## config.mk

```make
export PLATFORM = sky130hd
export DESIGN_NAME = regfile_wb_arb
export DESIGN_NICKNAME = d
export VERILOG_FILES = /design/src/rtl/cpu_pkg.sv /design/src/rtl/rr_arbiter.sv /design/src/rtl/regfile_wb_arb.sv
export SDC_FILE = /design/constraint.sdc
export NUM_CORES = 1
export LEC_CHECK = 0
export BUFFER_PORTS_ARGS = -buffer_cell sky130_fd_sc_hd__buf_4
export CAP_MARGIN = 20
export CORE_ASPECT_RATIO = 1.75
export CORE_MARGIN = 2
export CORE_UTILIZATION = 48
export DETAILED_ROUTE_END_ITERATION = 8
export PLACE_DENSITY_LB_ADDON = 0.15
export SETUP_SLACK_MARGIN = 0.02
export SLEW_MARGIN = 10
export SYNTH_ARGS = -nofsm -noshare
export SYNTH_HDL_FRONTEND = slang
export SYNTH_SLANG_ARGS = --single-unit
```

## constraint.sdc

```tcl
create_clock -name clk -period 4.4 [get_ports clk]
set_clock_uncertainty 0.15 [all_clocks]
set_input_delay 0.88 -clock clk [delete_from_list [all_inputs] [get_ports clk]]
set_output_delay 0.88 -clock clk [all_outputs]
set_load 0.02 [all_outputs]
```

## src/rtl/cpu_pkg.sv

```systemverilog
// Shared CPU-wide constants: writeback arbiter sizing and requester indices.
// Imported by the writeback arbiter and its round-robin sub-module.
package cpu_pkg;

  localparam int WB_NREQ   = 3;
  localparam int WB_ADDR_W = 4;
  localparam int WB_DATA_W = 16;

  localparam int REQ_ALU = 0;
  localparam int REQ_MEM = 1;
  localparam int REQ_MUL = 2;

  // Pointer width stays at least 1 bit so a single-requester build still elaborates.
  function automatic int ptr_width(input int n);
    return (n > 1) ? $clog2(n) : 1;
  endfunction

endpackage

```

## src/rtl/rr_arbiter.sv

```systemverilog
// Round-robin arbiter: grants the first requester at or after ptr, wrapping
// modulo NREQ. The grant is one-hot, or zero when disabled or idle.
module rr_arbiter
  import cpu_pkg::*;
#(
  parameter int NREQ  = WB_NREQ,
  parameter int PTR_W = ptr_width(WB_NREQ)
) (
  input  logic [NREQ-1:0]  req,
  input  logic [PTR_W-1:0] ptr,
  input  logic             en,
  output logic [NREQ-1:0]  gnt
);

  logic [NREQ-1:0] mask;
  logic [NREQ-1:0] req_hi;
  logic [NREQ-1:0] gnt_hi;
  logic [NREQ-1:0] gnt_lo;

  // Requesters at or above the pointer win first; otherwise wrap to the lowest.
  // x & -x isolates the lowest set bit of each candidate vector.
  always_comb begin
    mask = '0;
    for (int i = 0; i < NREQ; i++) begin
      mask[i] = (PTR_W'(i) >= ptr);
    end
    req_hi = req & mask;
    gnt_hi = req_hi & (-req_hi);
    gnt_lo = req & (-req);
    gnt    = '0;
    if (en) begin
      gnt = (|req_hi) ? gnt_hi : gnt_lo;
    end
  end

endmodule

```

## src/rtl/regfile_wb_arb.sv

```systemverilog
// Register-file writeback arbiter: round-robin selection among the execution
// units, one registered write port, and a pending-write scoreboard.
module regfile_wb_arb
  import cpu_pkg::*;
#(
  parameter int NREQ   = WB_NREQ,
  parameter int ADDR_W = WB_ADDR_W,
  parameter int DATA_W = WB_DATA_W
) (
  input  logic                   clk,
  input  logic                   rst,
  input  logic [NREQ-1:0]        reqValid,
  input  logic [NREQ*ADDR_W-1:0] reqAddr,
  input  logic [NREQ*DATA_W-1:0] reqData,
  output logic [NREQ-1:0]        reqReady,
  input  logic                   freeze,
  output logic                   wr,
  output logic [ADDR_W-1:0]      wrAddr,
  output logic [DATA_W-1:0]      wrData,
  output logic [2**ADDR_W-1:0]   pend
);

  localparam int PTR_W = ptr_width(NREQ);

  logic [PTR_W-1:0]  ptr_q, ptr_d;
  logic              wr_q, wr_d;
  logic [ADDR_W-1:0] wr_addr_q, wr_addr_d;
  logic [DATA_W-1:0] wr_data_q, wr_data_d;

  logic              arb_en;
  logic [NREQ-1:0]   gnt;
  logic [PTR_W-1:0]  gnt_idx;
  logic [ADDR_W-1:0] sel_addr;
  logic [DATA_W-1:0] sel_data;
  logic [2**ADDR_W-1:0] pend_vec;

  // Nothing is granted during reset or a pipeline hold.
  assign arb_en = rst && !freeze;

  rr_arbiter #(
    .NREQ  (NREQ),
    .PTR_W (PTR_W)
  ) u_rr_arbiter (
    .req (reqValid),
    .ptr (ptr_q),
    .en  (arb_en),
    .gnt (gnt)
  );

  assign reqReady = gnt;

  always_comb begin
    ptr_d     = ptr_q;
    wr_d      = 1'b0;
    wr_addr_d = wr_addr_q;
    wr_data_d = wr_data_q;
    gnt_idx   = '0;
    sel_addr  = '0;
    sel_data  = '0;
    for (int i = 0; i < NREQ; i++) begin
      if (gnt[i]) begin
        gnt_idx  = PTR_W'(i);
        sel_addr = reqAddr[i*ADDR_W +: ADDR_W];
        sel_data = reqData[i*DATA_W +: DATA_W];
      end
    end
    if (|gnt) begin
      ptr_d = (gnt_idx == PTR_W'(NREQ - 1)) ? '0 : gnt_idx + PTR_W'(1);
      // Register 0 is hardwired: acknowledge the request but never write it.
      if (sel_addr != '0) begin
        wr_d      = 1'b1;
        wr_addr_d = sel_addr;
        wr_data_d = sel_data;
      end
    end
  end

  always_ff @(posedge clk) begin
    if (!rst) begin
      ptr_q     <= '0;
      wr_q      <= 1'b0;
      wr_addr_q <= '0;
      wr_data_q <= '0;
    end else begin
      ptr_q     <= ptr_d;
      wr_q      <= wr_d;
      wr_addr_q <= wr_addr_d;
      wr_data_q <= wr_data_d;
    end
  end

  // A register is pending while any unit is still asking to write it or the
  // write sits in the output stage and has not reached the file yet.
  always_comb begin
    pend_vec = '0;
    for (int i = 0; i < NREQ; i++) begin
      if (reqValid[i]) begin
        pend_vec[reqAddr[i*ADDR_W +: ADDR_W]] = 1'b1;
      end
    end
    if (wr_q) begin
      pend_vec[wr_addr_q] = 1'b1;
    end
  end

  assign pend   = pend_vec;
  assign wr     = wr_q;
  assign wrAddr = wr_addr_q;
  assign wrData = wr_data_q;

endmodule

```

* Yosys cells after proc, flatten, opt, wreduce, memory -nomap -nowiden *
Index checks and enable logic that the tools add are counted.

operators by class
  add/sub/neg operators = 3
  reductions and logical operators = 11
  bitwise operators = 6
  mux-type cells = 24
  equal/unequal tests = 1
  magnitude comparators = 11

operators with widths
  cell                   count
  $mux W16               7
  $or A16 B16 Y16        3
  $lt A4 B5 Y1 const B   4
  $demux W1 S4           4
  $ge A4 B1 Y1 const B   4
  $mux W4                3
  $and A3 B3 Y3          3
  $mux W1                6
  $mux W3                2
  $neg A3 Y3             2
  $reduce_or A3 Y1       2
  $logic_and A1 B1 Y1    5
  $ge A1 B2 Y1 const A   2
  $mux W2                2
  $reduce_and A2 Y1      2
  $reduce_bool A4 Y1     1
  $add A2 B1 Y2 const B  1
  $eq A2 B2 Y1 const B   1
  $ge A2 B2 Y1 const A   1
  $logic_not A1 Y1       1

storage, ports and cells
  logic and storage cells = 60
  bits in registers = 23
  bits of input ports = 66

* Depth between registers and ports, before layout *
Gate-level depths: netlist (run 1).

  depth after elaboration = 11
  gate-level depth with buffers = 9
  mapped depth without buffers = 7

* By module *
A second synthesis (run 1) with hierarchy kept.

unflattened totals
  cell total of the unflattened synthesis = 248
  area total of the unflattened synthesis = 1915.6 µm²

modules (own cells, without submodules)
  module          cells each  times used  seq. area each (µm²)  area an instance (µm²)
  regfile_wb_arb  237         1           460.4                 1839.3
  rr_arbiter      11          1           0.0                   76.3

* Worst setup path before layout (run 1) *
Ideal clock, no wire load.

  path type = input -> output
  start = input port reqAddr[10]
  end = output port pend[2]
  arrival = 2107 ps
  data required time = 3370 ps
  stages = 3
  path slack = 1263 ps
  buffers on the path = 0
  path through = or3b_2 > or3b_2 > o311ai_0

on the way
  word-level cells in the longest chain between the ends = 8

ends and longest elaborated chain
  item                                                                       RTL line               RTL
  from (decl)                                                                regfile_wb_arb.sv:13   input logic [NREQ*ADDR_W-1:0] reqAddr,
  $lt A4 B5 Y1 (not written as such) / $ge A4 B1 Y1 (equally long branches)  regfile_wb_arb.sv:98   pend_vec[reqAddr[i*ADDR_W +: ADDR_W]] = 1'b1;
  $logic_and A1 B1 Y1 (not written as such)                                  regfile_wb_arb.sv:98
  $mux W1 (not written as such)                                              regfile_wb_arb.sv:98
  $demux W1 S4 (*)                                                           regfile_wb_arb.sv:98
  $or A16 B16 Y16 (no line) (*)                                              --
  $mux W16 (*)                                                               regfile_wb_arb.sv:97   if (reqValid[i]) begin
  $or A16 B16 Y16 (no line)                                                  --
  $mux W16 (*)                                                               regfile_wb_arb.sv:101  if (wr_q) begin
  to (decl)                                                                  regfile_wb_arb.sv:20   output logic [2**ADDR_W-1:0] pend

Mark *: on every way between the ends. The rest lies on a longest branch, timed or not.

* Final worst setup path (run 1) *
  start = input port reqAddr[10]
  end = output port pend[1]

Same word-level chain as after synthesis.

==> results of run 1 <==
## registers in the layout (all words and copies together), names as in the netlist
register and cells:
ptr_q 2, wr 1, wrAddr 4, wrData 16
## metrics by stage
| step | power (mW) | utilization |
|---|---|---|
| after floorplan | 0.404 | - |
| after global placement | 0.524 | 0.698 |
| after detailed placement | 0.527 | 0.698 |
| after CTS | 0.653 | 0.710 |
| after global routing | 0.683 | 0.710 |
| final | 0.654 | 0.710 |
## layout make-up
| type | instances | share of cell area |
|---|---|---|
| Sequential cell | 23 | 0.171 |
| Clock buffer | 4 | 0.0167 |
| Tap cell | 48 | 0.0223 |
| Timing Repair Buffer | 107 | 0.298 |
| Inverter | 7 | 0.00976 |
| Multi-Input combinational cell | 189 | 0.482 |
## cells in the mapped netlist (2+ instances only)
| cell type | instances |
|---|---|
| o311ai_0 | 2 |
| nor3b_1 | 5 |
| buf_6 | 2 |
| a21oi_1 | 29 |
| or3b_2 | 4 |
| a22oi_2 | 2 |
| o22ai_1 | 2 |
| o21ai_1 | 2 |
| nand3_1 | 4 |
| nand2b_1 | 5 |
| a221o_1 | 3 |
| a32oi_1 | 6 |
| o21a_1 | 2 |
| clkbuf_1 | 14 |
| dfxtp_1 | 23 |
| nor2_1 | 18 |
| nand2_1 | 16 |
| nand3b_1 | 3 |
| a22o_1 | 18 |
| o31ai_1 | 17 |
| o221ai_1 | 8 |
| a21oi_2 | 9 |
| inv_1 | 7 |
| nor2b_1 | 10 |
| or2_2 | 2 |
| o211ai_1 | 2 |
## logic make-up after synthesis
logic type / count (synthesis) / share of synthesized area
AO/OA/AOI/OAI: 114 / 0.471
buffers and inverters: 24 / 0.0570
AND/OR/NAND/NOR: 75 / 0.225
flip-flops: 23 / 0.247
## report_power, final
| part | internal, mW | switching [mW] |
|---|---|---|
| registers | 0.232 | 0.0193 |
| clock network | 0.0647 | 0.0649 |
| logic | 0.124 | 0.150 |
## metal layers
| metal | routed length [um] | GRT usage |
|---|---|---|
| met5 | 0 | 0 |
| met4 | 281 | 0.194 |
| met3 | 438 | 0.0414 |
| met2 | 3660 | 0.571 |
| met1 | 2260 | 0.297 |
## worst max path at each step
| stage | start | endpoint | slack [ps] |
|---|---|---|---|
| after CTS | reqAddr[10] | pend[1] | 1060 |
| after detailed placement | rst | wrData[1]$_SDFFE_PN0P_ | 1000 |
| after global placement | reqAddr[10] | pend[1] | 1080 |
| after global routing | reqAddr[10] | pend[2] | 980 |
| final | reqAddr[10] | pend[1] | 1050 |
| after floorplan | reqAddr[10] | pend[2] | 1260 |
## critical path, delay by kind of cell
kind | cells | cell delay, ps
AOI/OAI and AO/OA | 1 | 130
buffers and inverters | 2 | 340
and+or+nand+nor | 2 | 970
==> impl_metrics.csv, run 1 <==
group,metric,value,unit
clock_network,cts_tree,"done",
drt,ant_nets,0,
drt,drt-total-wl,6.64,mm
critical_path,r2r_start,"ptr_q[1]$_SDFFE_PN0P_",
global_routing,grt_pass1_wl,10.4,mm
drt,via_per_inst,6.28,
floorplanning,pin_count,106,
global_routing,grt_max_degree,25,
synth,synth_cell_type_count,47,
drt,drc,0,
drt,drt_iter0_drc,79,
drt,vias,2372,
finish,drive_gt1_frac,0.400,
sta,finalSetupTns,0,ps
global_routing,antenna_found_initial,0,
global_routing,grt_use_total,0.304,
synth,synth_edf_count,0,
sta,timing.hold.ws,396,ps
job,drv_cap,0,
finish,multi_input_area,1300,um^2
synth,syn-cell-area,1860,um^2
critical_path,required,3370,ps
placement,numPortBuffers,105,
critical_path,path_max_fanout,5,
global_routing,grt_overflow,0,
drt,first_pass_iters,5,
finish,final_common_cell,"buf_4",
status,status,"finished, final reports clean",
sta,finalHoldViolations,0,
sta,layout_min_cycle_time,3350,ps
global_routing,grt_pass1_vias,2319,
placement,post_dp_cell_area,2650,um^2
synth,ys_ff_latch,23,
clock_network,cts_max_path_buffers,2,
synth,synthFlopType,"dfxtp_1",
sta,timing_worst_slew_pin_value,781,ps
floorplanning,initial_utilization,0.492,
finish,area_growth,44.4,%
critical_path,cp.arrival,2320,ps
critical_path,slowest_stage,"or3b_2",
critical_path,cpPeakStageDelay,500,ps
sta,slew_violations,0,
finish,final_net_count,397,
synth,syn-num-nets,302,
critical_path,r2r_setup_slack,1620,ps
critical_path,cp-start-kind,"input pin",
clock_network,clk_latency,260,ps
clock_network,cts_buffers,3,
clock_network,hold_buffers,0,
synth,yosysTopAreaCellShare,0.247,
critical_path,ff2ff_path_depth,6,
pwr,p_leak,1.18,nW
worst_hold_path,min_path_cells,2,
clock_network,htree_levels,1,
clock_network,clkTransAtPathRegs,80,ps
finish,n_fill_cell,320,
synth,syn_avg_cell_area,7.90,um^2
clock_network,cts_setup_buffers,0,
synth,async_reset_ff_frac,0,
critical_path,worstSetupPathType,"input pin to primary output",
critical_path,reg2reg_to,"wrData[1]$_SDFFE_PN0P_",
clock_network,post_cts_resized,0,
worst_hold_path,hp-start,"wrAddr[1]$_SDFFE_PN0P_",
sta,setup_viol,0,
floorplanning,fp.dieH,86.4,um
synth,synth_cells,236,
sta,rsz0062_at_grt,"no",
sta,fin_ws,1050,ps
drt,wire_per_inst,17.6,um
sta,slew_headroom,0.478,
synth,ys_seq_area_frac,0.247,
floorplanning,rows,30,
placement,dp.cells,374,
pwr,vdd_ir_drop_max,0.000198,V
synth,yosys_warnings,0,
finish,layout.area.seq,460,um^2
worst_hold_path,hold_path.class,"flop to flop",
finish,final_cell_area,2690,um^2
floorplanning,die_w,51.1,um
placement,globalplace.congestion,0.905,
finish,final_cells,378,
critical_path,endpoint_kind,"primary output",
finish,antenna_cells,0,
synth,yosysTopAreaCell,"dfxtp_1",
floorplanning,die-area,4420,um^2
finish,final_cell_mix,"buf_4, a21oi_1, dfxtp_1, nor2_1, a22o_1",
synth,synth.area.top_cells,"dfxtp_1, a22o_1, a21oi_1",
placement,hpwl,5.16,mm
critical_path,critical_path.cell_chain,"buf_4 > or3b_2 > or3b_2 > o311ai_0 > buf_4",
worst_hold_path,whs_endpoint,"wrAddr[1]$_SDFFE_PN0P_",
clock_network,cts_sinks,23,
sta,fmax,298,MHz
clock_network,clock-root-buffer,"clkbuf_8",
placement,post-place-ws,1000,ps
floorplanning,core,3790,um^2
sta,period_share,0.762,
pwr,powerDensity,243,nW/um^2
No activity file was read; power rests on OpenSTA's default activity.
==> inputs of run 2 (changes only) <==
CORE_UTILIZATION = 45   (was 48)
clock period = 3.5 ns   (was 4.4 ns; I/O delays follow)
==> run 2 against run 1 <==
  * Design area up 0.60%
  * Flip-flop and latch count unchanged
  * Sequential share of layout area down 0.10 points
==> impl_metrics.csv, run 2 (synthesis gave the netlist of run 1 again) <==
group,metric,value,unit
finish,final_cell_mix,"buf_4, a21oi_1, dfxtp_1, nor2_1, a22o_1",
sta,fmax,335,MHz
critical_path,cp.arrival,2140,ps
global_routing,antenna_found_initial,0,
finish,final_net_count,399,
finish,area_growth,45.3,%
pwr,report.power.total,818,uW
sta,setup_viol,0,
clock_network,cts_setup_buffers,0,
placement,globalplace.congestion,0.973,
clock_network,post_cts_resized,0,
global_routing,grt_use_total,0.283,
floorplanning,pin_count,106,
finish,layout.area.seq,460,um^2
job,drv_cap,0,
pwr,powerDensity,302,nW/um^2
floorplanning,rows,31,
finish,largest_reg_flops,16,
finish,drive_gt1_frac,0.404,
critical_path,cp-start-kind,"input pin",
global_routing,grt_max_degree,25,
floorplanning,die-area,4690,um^2
sta,layout_min_cycle_time,2990,ps
critical_path,worstSetupPathType,"input pin to primary output",
finish,final_common_cell,"buf_4",
floorplanning,die_w,52.7,um
global_routing,grt_pass1_wl,10.3,mm
pwr,p_leak,1.19,nW
clock_network,cts_sinks,23,
status,status,"finished, final reports clean",
drt,ant_nets,0,
drt,drc,0,
critical_path,path_max_fanout,5,
drt,drt_iter0_drc,75,
sta,timing.hold.ws,393,ps
sta,fin_ws,512,ps
clock_network,cts_tree,"done",
clock_network,cts_buffers,3,
pwr,vdd_ir_drop_max,0.000278,V
sta,timing_worst_slew_pin_value,648,ps
sta,finalHoldViolations,0,
placement,hpwl,5.00,mm
floorplanning,fp.dieH,89.1,um
floorplanning,initial_utilization,0.458,
sta,period_share,0.854,
global_routing,grt_overflow,0,
drt,wire_per_inst,16.9,um
sta,finalSetupTns,0,ps
sta,slew_violations,0,
clock_network,cts_max_path_buffers,2,
clock_network,hold_buffers,0,
drt,via_per_inst,6.26,
finish,n_fill_cell,369,
clock_network,clock-root-buffer,"clkbuf_8",
finish,antenna_cells,0,
clock_network,clkTransAtPathRegs,70,ps
sta,slew_headroom,0.567,
critical_path,endpoint_kind,"primary output",
drt,first_pass_iters,5,
sta,rsz0062_at_grt,"no",
placement,post-place-ws,530,ps
finish,multi_input_area,1300,um^2
placement,numPortBuffers,105,
clock_network,clk_latency,250,ps
clock_network,htree_levels,1,
global_routing,grt_pass1_vias,2306,
drt,vias,2386,
drt,drt-total-wl,6.44,mm
worst_hold_path,hold_path.class,"flop to flop",
critical_path,required,2650,ps
floorplanning,core,4070,um^2
==> run 2: cell type report <==
cell class | count | area share
tap | 49 | 0.0226
multi-input combinational | 189 | 0.479
sequential | 23 | 0.170
timing repair buffer | 109 | 0.302
clock buffer | 4 | 0.0166
inverter | 7 | 0.00970
==> run 2: layer usage <==
metal	GRT usage	routed length [um]
met2	0.513	3440
met5	0	0
met4	0.154	267
met1	0.300	2180
met3	0.0485	548
==> run 2: worst max-delay path: stages <==
cell	delay [ps]
buf_4	130
or3b_2	500
or3b_2	460
o311ai_0	130
buf_4	210
==> run 2: final timing paths <==
path,slack (ps),start,end,depth (start not counted)
hold reg to reg,390,wrData[5]$_SDFFE_PN0P_,wrData[5]$_SDFFE_PN0P_,2
setup / recovery,510,reqAddr[10],pend[1],5
setup reg to reg,1010,ptr_q[0]$_SDFFE_PN0P_,wrData[1]$_SDFFE_PN0P_,7
hold / removal,390,wrData[5]$_SDFFE_PN0P_,wrData[5]$_SDFFE_PN0P_,2
==> run 2: metrics by stage <==
| stage | instance area, um^2 | instances | utilization |
|---|---|---|---|
| after floorplan | 1860 | 236 | - |
| after global placement | 2660 | 377 | 0.654 |
| after detailed placement | 2660 | 377 | 0.654 |
| after CTS | 2710 | 381 | 0.665 |
| after global routing | 2710 | 381 | 0.665 |
| final | 2710 | 381 | 0.665 |
==> run 2: power by group <==
group / internal, mW / switching (mW) / leakage [nW] / total, mW
combinational: 0.159 / 0.188 / 0.975 / 0.347
sequential: 0.291 / 0.0239 / 0.189 / 0.315
clock: 0.0809 / 0.0754 / 0.0228 / 0.156
total: 0.531 / 0.287 / 1.19 / 0.818
